===== config.mk =====
export PLATFORM = sky130hd
export DESIGN_NAME = exec_sequencer
export DESIGN_NICKNAME = d
export VERILOG_FILES = /design/src/rtl/seq_pkg.sv /design/src/rtl/seq_watchdog.sv /design/src/rtl/exec_sequencer.sv
export SDC_FILE = /design/constraint.sdc
export NUM_CORES = 1
export LEC_CHECK = 0
export BUFFER_PORTS_ARGS = -buffer_cell sky130_fd_sc_hd__buf_4
export CORE_ASPECT_RATIO = 0.7
export CORE_MARGIN = 2
export CORE_UTILIZATION = 50
export DETAILED_ROUTE_END_ITERATION = 12
export GPL_TIMING_DRIVEN = 0
export PLACE_DENSITY = 0.91
export SYNTH_ARGS = -nofsm -noshare
export SYNTH_HDL_FRONTEND = slang
export SYNTH_HIERARCHICAL = 1
export SYNTH_SLANG_ARGS = --single-unit
export TNS_END_PERCENT = 10

===== constraint.sdc =====
create_clock -name clk -period 6.1 [get_ports clk]
set_clock_uncertainty 0.2 [all_clocks]
set_input_delay 0.305 -clock clk [delete_from_list [all_inputs] [get_ports clk]]
set_output_delay 0.305 -clock clk [all_outputs]
set_load 0.005 [all_outputs]

===== src/rtl/seq_pkg.sv =====
// Shared types and constants for the exec_sequencer block.
`timescale 1ns/1ps
package seq_pkg;

    // Sequencer phases for one instruction
    typedef enum logic [3:0] {
        BOOT     = 4'd0,
        IF_REQ   = 4'd1,
        IF_WAIT  = 4'd2,
        EXEC     = 4'd3,
        MEM_REQ  = 4'd4,
        MEM_WAIT = 4'd5,
        WB       = 4'd6,
        HALT     = 4'd7,
        ERR      = 4'd8
    } seq_state_t;

    localparam logic [6:0]  OPC_LOAD    = 7'b0000011;
    localparam logic [6:0]  OPC_STORE   = 7'b0100011;
    localparam logic [31:0] INST_EBREAK = 32'h0010_0073;
    localparam logic [31:0] INST_NOP    = 32'h0000_0013;

    // States that wait on an external handshake and are watched by the watchdog
    function automatic logic is_wait_state(input seq_state_t s);
        return (s == IF_REQ) || (s == IF_WAIT) || (s == MEM_REQ) || (s == MEM_WAIT);
    endfunction

    // Loads and stores need the data-memory handshake
    function automatic logic is_mem_op(input logic [31:0] i);
        return (i[6:0] == OPC_LOAD) || (i[6:0] == OPC_STORE);
    endfunction

endpackage


===== src/rtl/seq_watchdog.sv =====
// Wait-state cycle counter. Counts while en is high, restarts on clr, and
// raises expire_c on the last permitted cycle. TIMEOUT_CYCLES=0 disables it.
// Ports: clk, rst (sync, active-high), clr, en, expire_c.
`timescale 1ns/1ps
module seq_watchdog #(
    parameter int unsigned TIMEOUT_CYCLES = 1024
) (
    input  logic clk,
    input  logic rst,
    input  logic clr,
    input  logic en,
    output logic expire_c
);

    localparam int unsigned CNT_W   = (TIMEOUT_CYCLES > 1) ? $clog2(TIMEOUT_CYCLES) : 1;
    localparam int unsigned LAST    = (TIMEOUT_CYCLES == 0) ? 0 : TIMEOUT_CYCLES - 1;
    localparam logic        ENABLED = (TIMEOUT_CYCLES != 0);

    logic [CNT_W-1:0] count;

    // Counter never passes LAST: expiry always forces a state change, which clears it
    always_ff @(posedge clk) begin
        if (rst || clr) begin
            count <= '0;
        end else if (ENABLED && en) begin
            count <= count + CNT_W'(1);
        end
    end

    assign expire_c = ENABLED && en && (count == CNT_W'(LAST));

endmodule


===== src/rtl/exec_sequencer.sv =====
// Multi-cycle sequencer for the RV32 datapath: fetch, settle, optional
// data-memory access, single-cycle commit. Halts on ebreak, errors on bus timeout.
// Ports:
//   clk, rst                       clock, synchronous active-high reset
//   ifu_req_*/ifu_rsp_*            instruction fetch handshake (addr = pc)
//   inst, pc, pc_next              latched instruction, current/next PC
//   reg_we_in, reg_we              regfile write enable, gated to the WB cycle
//   lsu_req_valid/ready, lsu_rsp_valid  data memory handshake
//   halt, err                      ebreak reached / watchdog expired (sticky)
// Optional build macro SEQ_PERF_CNT_EN adds 64-bit mcycle and minstret outputs.
`timescale 1ns/1ps
module exec_sequencer
    import seq_pkg::*;
#(
    parameter int unsigned         XLEN           = 32,
    parameter logic [XLEN-1:0]     RESET_PC       = XLEN'(32'h8000_0000),
    parameter int unsigned         TIMEOUT_CYCLES = 1024
) (
    input  logic            clk,
    input  logic            rst,
    output logic            ifu_req_valid,
    input  logic            ifu_req_ready,
    output logic [XLEN-1:0] ifu_req_addr,
    input  logic            ifu_rsp_valid,
    output logic            ifu_rsp_ready,
    input  logic [31:0]     ifu_rsp_inst,
    output logic [31:0]     inst,
    output logic [XLEN-1:0] pc,
    input  logic [XLEN-1:0] pc_next,
    input  logic            reg_we_in,
    output logic            reg_we,
    output logic            lsu_req_valid,
    input  logic            lsu_req_ready,
    input  logic            lsu_rsp_valid,
    output logic            halt,
    output logic            err
`ifdef SEQ_PERF_CNT_EN
    ,
    output logic [63:0]     mcycle,
    output logic [63:0]     minstret
`endif
);

    seq_state_t state;
    seq_state_t state_next;
    logic       wd_expire_c;
    logic       wd_en;
    logic       wd_clr;

    assign wd_en  = is_wait_state(state);
    assign wd_clr = (state_next != state);

    seq_watchdog #(
        .TIMEOUT_CYCLES(TIMEOUT_CYCLES)
    ) u_watchdog (
        .clk     (clk),
        .rst     (rst),
        .clr     (wd_clr),
        .en      (wd_en),
        .expire_c(wd_expire_c)
    );

    // State register
    always_ff @(posedge clk) begin
        if (rst) begin
            state <= BOOT;
        end else begin
            state <= state_next;
        end
    end

    // Next state; a handshake completing on the expiry cycle takes priority over ERR
    always_comb begin
        state_next = state;
        case (state)
            BOOT:     state_next = IF_REQ;
            IF_REQ: begin
                if (ifu_req_ready)    state_next = IF_WAIT;
                else if (wd_expire_c) state_next = ERR;
            end
            IF_WAIT: begin
                if (ifu_rsp_valid)    state_next = EXEC;
                else if (wd_expire_c) state_next = ERR;
            end
            EXEC: begin
                if (inst == INST_EBREAK) state_next = HALT;
                else if (is_mem_op(inst)) state_next = MEM_REQ;
                else                      state_next = WB;
            end
            MEM_REQ: begin
                if (lsu_req_ready)    state_next = MEM_WAIT;
                else if (wd_expire_c) state_next = ERR;
            end
            MEM_WAIT: begin
                if (lsu_rsp_valid)    state_next = WB;
                else if (wd_expire_c) state_next = ERR;
            end
            WB:       state_next = IF_REQ;
            HALT:     state_next = HALT;
            ERR:      state_next = ERR;
            default:  state_next = BOOT;
        endcase
    end

    // Moore handshake outputs, registered from the next state so they align with state
    always_ff @(posedge clk) begin
        if (rst) begin
            ifu_req_valid <= 1'b0;
            ifu_rsp_ready <= 1'b0;
            lsu_req_valid <= 1'b0;
            halt          <= 1'b0;
            err           <= 1'b0;
        end else begin
            ifu_req_valid <= (state_next == IF_REQ);
            ifu_rsp_ready <= (state_next == IF_WAIT);
            lsu_req_valid <= (state_next == MEM_REQ);
            halt          <= (state_next == HALT);
            err           <= (state_next == ERR);
        end
    end

    // Write enable follows the control unit only during the commit cycle
    assign reg_we = (state == WB) && reg_we_in;

    // PC commits at WB exit; instruction latches on fetch completion
    always_ff @(posedge clk) begin
        if (rst) begin
            pc   <= RESET_PC;
            inst <= INST_NOP;
        end else begin
            if (state == WB) begin
                pc <= pc_next;
            end
            if ((state == IF_WAIT) && ifu_rsp_valid) begin
                inst <= ifu_rsp_inst;
            end
        end
    end

    assign ifu_req_addr = pc;

`ifdef SEQ_PERF_CNT_EN
    // Cycle and retired-instruction counters; ebreak retires on entry to HALT
    always_ff @(posedge clk) begin
        if (rst) begin
            mcycle   <= '0;
            minstret <= '0;
        end else begin
            if ((state != BOOT) && (state != HALT) && (state != ERR)) begin
                mcycle <= mcycle + 64'd1;
            end
            if ((state == WB) || ((state == EXEC) && (state_next == HALT))) begin
                minstret <= minstret + 64'd1;
            end
        end
    end
`endif

endmodule


==> flow_summary_export.csv, run 1 <==
group,metric,value,unit
outcome,outcome,"complete, no violations",
synth,synth_area,0.00355,sq mm
critical_path,cp.arrival,3.93,ns
global_route,grt_max_degree,17,
finish,syn2layout_area_growth,62.3,%
timing,worst_slew_pin_slew,0.649,ns
synth,syn-num-nets,517,
floorplan,die_w,105,um
finish,fillCellCount,355,
clock_tree,postCtsHoldBufs,59,
critical_path,crit_fanout,10,
critical_path,cp-start-kind,"register",
finish,drive_gt1_share,33.6,%
routing,drc,0,
floorplan,die_area,0.00781,sq mm
timing,slew_headroom,56.4,%
synth,syn_inst,445,
global_route,grt_overflow_total,0,
clock_tree,cts_setup_buffers,0,
timing,setup_ws,2.20,ns
clock_tree,clk_pin_slew_worst_paths,0.09,ns
pwr,p_per_area,193,mW/mm^2
finish,regArea,0.00166,sq mm
pwr,ir_worst_vdd,0.127,mV
floorplan,io_pins,173,
timing,rsz0062_at_grt,"no",
min_path,hold_class,"in -> reg",
clock_tree,htreeDepth,3,
routing,via_count,4301,
critical_path,reg2reg_setup_slack,2.20,ns
finish,num_antenna_cells,0,
critical_path,crit_type,"reg -> reg",
timing,finalSetupViolCount,0,
global_route,grt_pass1_vias,4205,
synth,synth.yosys.seq_area_share,46.8,%
floorplan,core_area,0.00682,sq mm
critical_path,end_kind,"register",
global_route,grt_usage,32.9,%
finish,num-nets-final,760,
synth,yosysWarnings,6,
global_route,antenna_found_initial,0,
finish,final_common_cell,"buf_4",
place,place_congestion,1.00,
clock_tree,cts_tree,"yes",
routing,wl_per_cell,17.3,um
synth,ys.flop_type,"dfxtp_1",
routing,routed_wl,13600,um
clock_tree,numCtsBuffers,9,
synth,synth_area_per_cell,7.99,sq um
finish,layout_common_cells,"buf_4 (205), nand2_1 (131), dfxtp_1 (83), a21oi_1 (69), dlygate4sd3_1 (60)",
routing,firstDrtPassIters,6,
clock_tree,clk_latency,0.36,ns
floorplan,start_util,52.1,%
routing,viasPerCell,5.47,
synth,synth_edf_count,0,
critical_path,worst_ep_required_time,6.13,ns
routing,drt_iter0_drc,315,
place,io_buffers,172,
place,pre_cts_ws,2.34,ns
pwr,leakagePower,2.50,nW
routing,drt.antenna.violating_nets,0,
timing,final.period_utilization,64.0,%
flow_run,max_cap_violations,0,
finish,multi_input_area,0.00152,sq mm
timing,finalMaxSlewViolations,0,
pwr,finalPower,0.00111,W
clock_tree,cts-resized-gates,0,
global_route,grt_first_pass_wirelength,20200,um
synth,synth_seq_cells,83,
timing,fin_setup_tns,0,ns
timing,fmax,256,MHz
floorplan,rows,25,
finish,final_area,0.00577,sq mm
timing,post-route-min-period,3.90,ns
synth,yosysUniqueCellTypes,50,
place,placed_cell_area,0.00496,sq mm
clock_tree,root_buffer,"clkbuf_8",
floorplan,die_h,74.5,um
finish,fin_util,84.6,%
place,detailed_place_hpwl,7940,um
timing,finalHoldViolations,0,
synth,synthArstFlopShare,0,%
clock_tree,cts_buffer_depth,2,
clock_tree,cts_sinks,83,
synthesized netlist by cell type (2+ instances only):
master,instances,share of area (%)
a21boi_0,2,0.42
a21oi_1,69,9.7
a31oi_1,2,0.35
and2_1,2,0.35
buf_2,4,0.56
buf_4,33,7.0
clkbuf_1,20,2.1
dfxtp_1,83,47
inv_1,5,0.53
nand2_1,131,14
nand2b_1,5,0.88
nand3_1,5,0.70
nand3b_1,6,1.3
nand4_1,3,0.53
nor2_1,13,1.4
nor3_1,4,0.56
nor4_1,4,0.70
nor4b_1,2,0.49
o21a_1,2,0.42
o21ai_0,8,1.1
o311ai_0,2,0.49
o31ai_1,2,0.42
o32ai_1,2,0.49
o41ai_1,2,0.49
or2_2,2,0.35
or3_1,3,0.53
or4_1,4,0.85
xor2_1,3,0.74
final cells by class:
cell class                 count  share of cell area, %
buffer                        59                   6.20
clock buffer                   9                   2.15
clock inverter                 7                   1.41
inverter                       5                  0.325
multi-input combinational    298                   26.3
sequential                    83                   28.8
tap                           94                   2.04
timing repair buffer         232                   32.8
worst max-delay path, cell delays in order (launching register included):
cell and delay (ns):
dfxtp_1 0.30, buf_2 0.17, or3b_4 0.45, a21oi_1 0.16, buf_4 0.16, nand4_2 0.11
buf_6 0.17, nor3_1 0.55, inv_1 0.22, o21ai_0 0.27, o21ai_0 0.12, a31oi_1 0.18
a221o_1 0.20, or2_2 0.13, clkbuf_1 0.29, nor2_1 0.09
registers in the layout (all words and copies together) (netlist names):
name	flops
err	1
halt	1
ifu_req_addr	32
ifu_req_valid	1
ifu_rsp_ready	1
inst	32
lsu_req_valid	1
state	4
u_watchdog/count	10
report_power, final:
| group | internal [W] | switching [W] | total (W) |
|---|---|---|---|
| logic | 0.0000824 | 0.0000605 | 0.000143 |
| registers | 0.000548 | 0.00000597 | 0.000554 |
| clock network | 0.000197 | 0.000220 | 0.000417 |
| total | 0.000828 | 0.000286 | 0.00111 |
stage by stage:
step,hold WS (ns),cells
2_1_floorplan,0.226,445
3_3_place_gp,0.256,711
3_5_place_dp,0.263,711
4_1_cts,0.000105,786
5_1_grt,0.0150,787
6_report,0.0143,787
layer usage:
layer  GRT usage, %  up-vias  wire length [um]  part of all wire [%]
met4           17.2        0               548                   4.0
met1           36.7     1956              5050                    37
met3           9.20       70              1290                   9.5
met2           58.9      316              6700                    49
li1               -     1959                 -                     -
met5              0        -                 0                     0
cells by family (layout without fill, tap and decap cells):
kind of cell | count (synthesis) | after routing | share of synthesized area (%)
XOR/XNOR | 4 | 4 | 0.986
flip-flops | 83 | 83 | 46.8
adder cells (fa/ha/maj) | 1 | 1 | 0.352
AO/OA/AOI/OAI | 98 | 98 | 15.6
buffers and inverters | 64 | 312 | 10.6
multiplexers | 1 | 1 | 0.282
AND/OR/NAND/NOR | 194 | 194 | 25.4
worst paths after layout:
kind              cells after the start                  end            start
setup reg to reg                     15  u_watchdog/count[3]         state[0]
hold reg to reg                       2             inst[18]         inst[18]
hold / removal                        3              inst[6]  ifu_rsp_inst[6]
setup / recovery                     15  u_watchdog/count[3]         state[0]
Note: power is estimated with default switching activity, not from simulation.
==> run 2: changes to the inputs <==
- CORE_UTILIZATION: 50 -> 42
- PLACE_DENSITY: 0.91 -> 0.82
- clock period: 6.1 -> 3.2 ns (I/O delays scaled with it)
==> run 2 against run 1 <==
Net effect:
- hold slack improved by 0.040 ns
- non-clock buffer count rose by 8
- cell count increased by 2.3%
- first-iteration DRC count shrank 29%
- sequential power increased by 91%
- clock-buffer cell count increased by 1
- critical path type unchanged
- critical endpoint is now ifu_req_valid
- highest routed layer unchanged
==> flow_summary_export.csv, run 2 (synthesized netlist as in run 1, its figures left out) <==
group,metric,value,unit
timing,worst_slew_pin_slew,0.498,ns
clock_tree,clk_latency,0.34,ns
routing,routed_wl,12000,um
global_route,grt_pass1_vias,3873,
routing,drt_iter0_drc,225,
clock_tree,cts_sinks,83,
pwr,seqPwrFrac,46.0,%
critical_path,cp_top_family,"compound AO/OA/AOI/OAI gates",
timing,final.period_utilization,95.7,%
timing,fin_setup_tns,0,ns
timing,fmax,326,MHz
routing,wl_per_cell,14.9,um
floorplan,die_h,81.0,um
place,placed_cell_area,0.00498,sq mm
critical_path,path_buf_inv,3,
finish,fillCellCount,619,
floorplan,start_util,42.6,%
flow_run,max_cap_violations,0,
pwr,leakagePower,2.59,nW
place,pre_cts_ws,-0.362,ns
critical_path,worst_path_largest_cell_delay,0.44,ns
clock_tree,cts_tree,"yes",
clock_tree,numCtsBuffers,9,
floorplan,die_area,0.00922,sq mm
timing,holdWs,0.0542,ns
place,detailed_place_hpwl,7850,um
clock_tree,root_buffer,"clkbuf_16",
min_path,hold_path_depth,4,
pwr,p_per_area,386,mW/mm^2
min_path,hp-start,"lsu_req_ready",
finish,num-nets-final,768,
outcome,outcome,"complete, no violations",
finish,final_common_cell,"buf_4",
floorplan,io_pins,173,
critical_path,path_cells,"buf_2 > o21bai_4 > a21oi_2 > buf_4 > nand4_2 > buf_6 > nor3_4 > nand2b_1 > a21o_1 > a222oi_1 > o21ai_1 > nor4b_2",
timing,finalMaxSlewViolations,0,
critical_path,end_kind,"register",
pwr,pwr-share-clk,41.8,%
critical_path,crit_fanout,10,
routing,drt.antenna.violating_nets,0,
pwr,ir_worst_vdd,0.248,mV
global_route,grt_usage,24.5,%
floorplan,core_area,0.00834,sq mm
critical_path,r2r-start,"state[2]",
floorplan,die_w,114,um
clock_tree,htreeDepth,3,
timing,finalHoldViolations,0,
finish,num_antenna_cells,0,
place,place_congestion,0.901,
critical_path,cp.arrival,3.11,ns
pwr,finalPower,0.00231,W
timing,slew_headroom,66.8,%
global_route,antenna_found_initial,0,
floorplan,rows,28,
critical_path,worstReg2RegEnd,"ifu_req_valid",
routing,drc,0,
place,io_buffers,172,
global_route,grt_max_degree,15,
finish,syn2layout_area_growth,68.4,%
routing,via_count,4056,
pwr,p_sw,0.000547,W
global_route,grt_overflow_total,0,
critical_path,rr_worst_depth,12,
critical_path,cp-start-kind,"register",
routing,firstDrtPassIters,5,
clock_tree,clk_pin_slew_worst_paths,0.06,ns
finish,drive_gt1_share,35.4,%
finish,final_area,0.00598,sq mm
timing,finalSetupViolCount,0,
timing,post-route-min-period,3.06,ns
min_path,hold_end,"state[2]",
timing,setup_ws,0.136,ns
pwr,switching_share,23.7,%
critical_path,slowest_stage,"dfxtp_1",
critical_path,worst_ep_required_time,3.24,ns
finish,layout_common_cells,"buf_4 (210), nand2_1 (131), dfxtp_1 (81), a21oi_1 (66), dlygate4sd3_1 (65)",
pwr,power.internal,0.00176,W
global_route,grt_first_pass_wirelength,18100,um
critical_path,crit_type,"reg -> reg",
critical_path,reg2reg_setup_slack,0.14,ns
min_path,hold_class,"in -> reg",
clock_tree,cts_buffer_depth,2,
critical_path,cp.depth,12,
pwr,comb_power_share,12.3,%
routing,viasPerCell,5.04,
## run 2: cell count changes in the layout (fill, tap and decap cells not counted), moves of 3 or more
| cell | before | now |
|---|---|---|
| a21oi_1 | 69 | 66 |
| a21oi_2 | 0 | 3 |
| buf_4 | 205 | 210 |
| clkbuf_1 | 20 | 17 |
| clkbuf_16 | 0 | 9 |
| clkbuf_8 | 9 | 1 |
| clkinvlp_4 | 0 | 4 |
| dlygate4sd3_1 | 60 | 65 |
| inv_6 | 4 | 1 |
| o21ai_0 | 8 | 5 |
## run 2: repair_timing
item	in CTS	in global routing
endpoints found under the hold margin	66	0
buffers inserted	0	5
hold buffers	65	0
endpoints found under the setup margin	11	12
gates resized for setup	2	18
pin swaps	1	4
cloned	0	0
## run 2: routing by layer
layer	GRT usage (%)	part of all wire, %
met2	44.8	51
met3	6.94	7.0
met5	0	0
met4	7.68	2.0
met1	28.1	40
## run 2: cell type report
cell class | count | area [sq um] | share of cell area (%)
Multi-Input combinational cell | 298 | 1560 | 26.1
Buffer | 57 | 354 | 5.92
Timing Repair Buffer | 242 | 1980 | 33.1
Sequential cell | 83 | 1660 | 27.8
Inverter | 5 | 18.8 | 0.314
Clock inverter | 5 | 38.8 | 0.648
Clock buffer | 10 | 239 | 3.99
Tap cell | 105 | 131 | 2.20
## run 2: how the worst max path moves through the flow
stage / endpoint / startpoint / slack [ns]
3_5_place_dp: u_watchdog/count[3] / state[0] / -0.36
5_1_grt: ifu_req_valid / state[2] / -0.02
3_3_place_gp: u_watchdog/count[4] / state[0] / -0.27
2_1_floorplan: u_watchdog/count[0] / state[0] / 0.12
6_report: ifu_req_valid / state[2] / 0.14
4_1_cts: u_watchdog/count[8] / state[0] / 0.04
## run 2: power by group through the flow
| stage | Sequential (W) | Combinational, W | Clock (W) |
|---|---|---|---|
| after floorplan | 0.00108 | 0.0000928 | 0 |
| after global placement | 0.00108 | 0.000195 | 0 |
| after detailed placement | 0.00108 | 0.000199 | 0 |
| after CTS | 0.00106 | 0.000263 | 0.000980 |
| after global routing | 0.00106 | 0.000304 | 0.00101 |
| final | 0.00106 | 0.000283 | 0.000965 |
## run 2: worst min-delay path: stages
cell	delay (ns)
buf_4	0.09
o21ai_2	0.06
a2bb2oi_1	0.14
nor2_1	0.10
## run 2: per-stage QoR
step / instances / util (%)
floorplan: 445 / -
global placement: 722 / 59.7
detailed placement: 722 / 59.7
CTS: 801 / 70.9
global route: 805 / 71.8
finish: 805 / 71.8
==> run 3: changes to the inputs <==
- CORE_ASPECT_RATIO: 0.7 -> 1.25
==> run 3 against run 2 <==
Net effect:
- cell count shrank 0.87%
- register-to-register slack gained 0.05 ns
- utilization shrank 0.52 points
- hold slack lost 0.0069 ns
- sequential share of layout area grew 0.49 points
- non-clock buffer count is the same
- first-iteration DRC count shrank 39%
- total power shrank 9.2%
- global-route usage grew 0.53 points
- sequential power is essentially flat
- via count shrank 1.6%
- largest cell class unchanged
- highest routed layer unchanged
==> flow_summary_export.csv, run 3 (synthesized netlist as in run 1, its figures left out) <==
group,metric,value,unit
timing,rsz0062_at_grt,"no",
finish,num_antenna_cells,0,
pwr,p_sw,0.000500,W
timing,worst_slew_pin_slew,0.538,ns
min_path,hold_class,"in -> reg",
timing,finalMaxSlewViolations,0,
finish,fin_util,71.3,%
critical_path,cp.arrival,3.06,ns
pwr,finalPower,0.00210,W
critical_path,end_kind,"register",
place,pre_cts_ws,-0.302,ns
critical_path,worst_ep_required_time,3.25,ns
clock_tree,clk_latency,0.35,ns
pwr,pwr-share-clk,36.4,%
routing,viasPerCell,5.00,
global_route,antenna_found_initial,0,
floorplan,die_w,86.3,um
finish,drive_gt1_share,34.7,%
floorplan,die_h,107,um
global_route,grt_usage,25.1,%
global_route,grt_max_degree,15,
finish,num-nets-final,768,
global_route,grt_pass1_vias,3938,
routing,drc,0,
pwr,ir_worst_vdd,0.272,mV
finish,syn2layout_area_growth,65.2,%
outcome,outcome,"complete, no violations",
flow_run,max_cap_violations,0,
timing,finalHoldViolations,0,
routing,drt.antenna.violating_nets,0,
timing,setup_ws,0.188,ns
floorplan,io_pins,173,
pwr,power.internal,0.00160,W
critical_path,crit_type,"reg -> reg",
global_route,grt_first_pass_wirelength,18300,um
finish,final_common_cell,"buf_4",
clock_tree,numCtsBuffers,9,
critical_path,cp-start-kind,"register",
floorplan,die_area,0.00922,sq mm
timing,slew_headroom,64.0,%
clock_tree,root_buffer,"clkbuf_8",
finish,final_cells,798,
place,place_inst,714,
clock_tree,clk_pin_slew_worst_paths,0.08,ns
timing,fin_setup_tns,0,ns
clock_tree,htreeDepth,3,
pwr,switching_share,23.9,%
routing,via_count,3991,
place,io_buffers,172,
place,detailed_place_hpwl,7820,um
timing,fmax,332,MHz
pwr,seqPwrFrac,50.3,%
floorplan,start_util,43.1,%
finish,layout_common_cells,"buf_4 (209), nand2_1 (131), dfxtp_1 (83), a21oi_1 (67), dlygate4sd3_1 (65)",
timing,finalSetupViolCount,0,
critical_path,crit_fanout,10,
clock_tree,cts_sinks,83,
routing,wl_per_cell,14.5,um
clock_tree,cts_buffer_depth,2,
pwr,comb_power_share,13.3,%
timing,post-route-min-period,3.01,ns
timing,final.period_utilization,94.1,%
routing,routed_wl,11600,um
place,place_congestion,0.865,
pwr,leakagePower,2.56,nW
global_route,grt_overflow_total,0,
floorplan,rows,37,
clock_tree,cts_tree,"yes",
routing,firstDrtPassIters,4,
routing,drt_iter0_drc,138,
floorplan,core_area,0.00824,sq mm
pwr,p_per_area,357,mW/mm^2
run 3: cell types whose count changed in the layout (fill, tap and decap cells not counted), sizes merged:
| cell | change |
|---|---|
| clkinvlp | -2 |
| clkinv | +2 |
| buf | -1 |
| inv | -1 |
| bufinv | +1 |
| clkbuf | +2 |
run 3: through the flow:
stage / hold WS, ns / cell area [sq um]
2_1_floorplan: 0.0811 / 3560
3_3_place_gp: 0.170 / 4970
3_5_place_dp: 0.174 / 4970
4_1_cts: 0.0388 / 5830
5_1_grt: 0.0403 / 5870
6_report: 0.0473 / 5870
run 3: path summary, 6_finish.rpt:
path	startpoint	endpoint	slack, ns	depth (start not counted)
max reg2reg	state[0]	ifu_req_valid	0.19	12
min	lsu_req_ready	state[2]	0.05	4
max	state[0]	ifu_req_valid	0.19	12
min reg2reg	ifu_req_addr[6]	ifu_req_addr[6]	0.27	2
run 3: worst max-delay path, cell delays in order (launching register included):
cell and delay, ns:
dfxtp_1 0.30, buf_2 0.17, or3b_4 0.42, a21oi_2 0.14, buf_4 0.14, nand4_2 0.10, buf_6 0.17, nor3_4 0.22
nand2b_1 0.12, a21o_1 0.21, a222oi_1 0.34, o21ai_1 0.13, nor4b_1 0.27
run 3: what timing repair did:
action / 4_1_cts / 5_1_grt
setup endpoints to repair: 11 / 12
gates resized for setup: 2 / 9
gates cloned: 0 / 0
buffers inserted: 0 / 4
hold buffers: 65 / 0
hold endpoints to repair: 70 / 0
pin swaps: 0 / 3
run 3: cell type report:
type,count,area [sq um]
Clock buffer,11,141
Tap cell,97,121
Sequential cell,83,1660
Fill cell,629,2370
Inverter,5,18.8
Timing Repair Buffer,241,1970
Multi-Input combinational cell,298,1540
Buffer,58,357
Clock inverter,5,62.6
run 3: power groups by stage:
stage                     logic (W)  registers (W)  clock network (W)
after floorplan           0.0000928        0.00108                  0
after global placement     0.000198        0.00108                  0
after detailed placement   0.000200        0.00108                  0
after CTS                  0.000265        0.00105           0.000780
after global routing       0.000302        0.00106           0.000827
final                      0.000279        0.00105           0.000764
run 3: metal layers:
layer | part of all wire (%) | GRT usage [%] | up-vias | routed length, um
met2 | 52 | 45.4 | 157 | 6020
met3 | 5.8 | 4.93 | 31 | 678
met1 | 39 | 28.0 | 1831 | 4550
li1 | - | - | 1972 | -
met5 | 0 | 0 | - | 0
met4 | 3.0 | 11.2 | 0 | 347
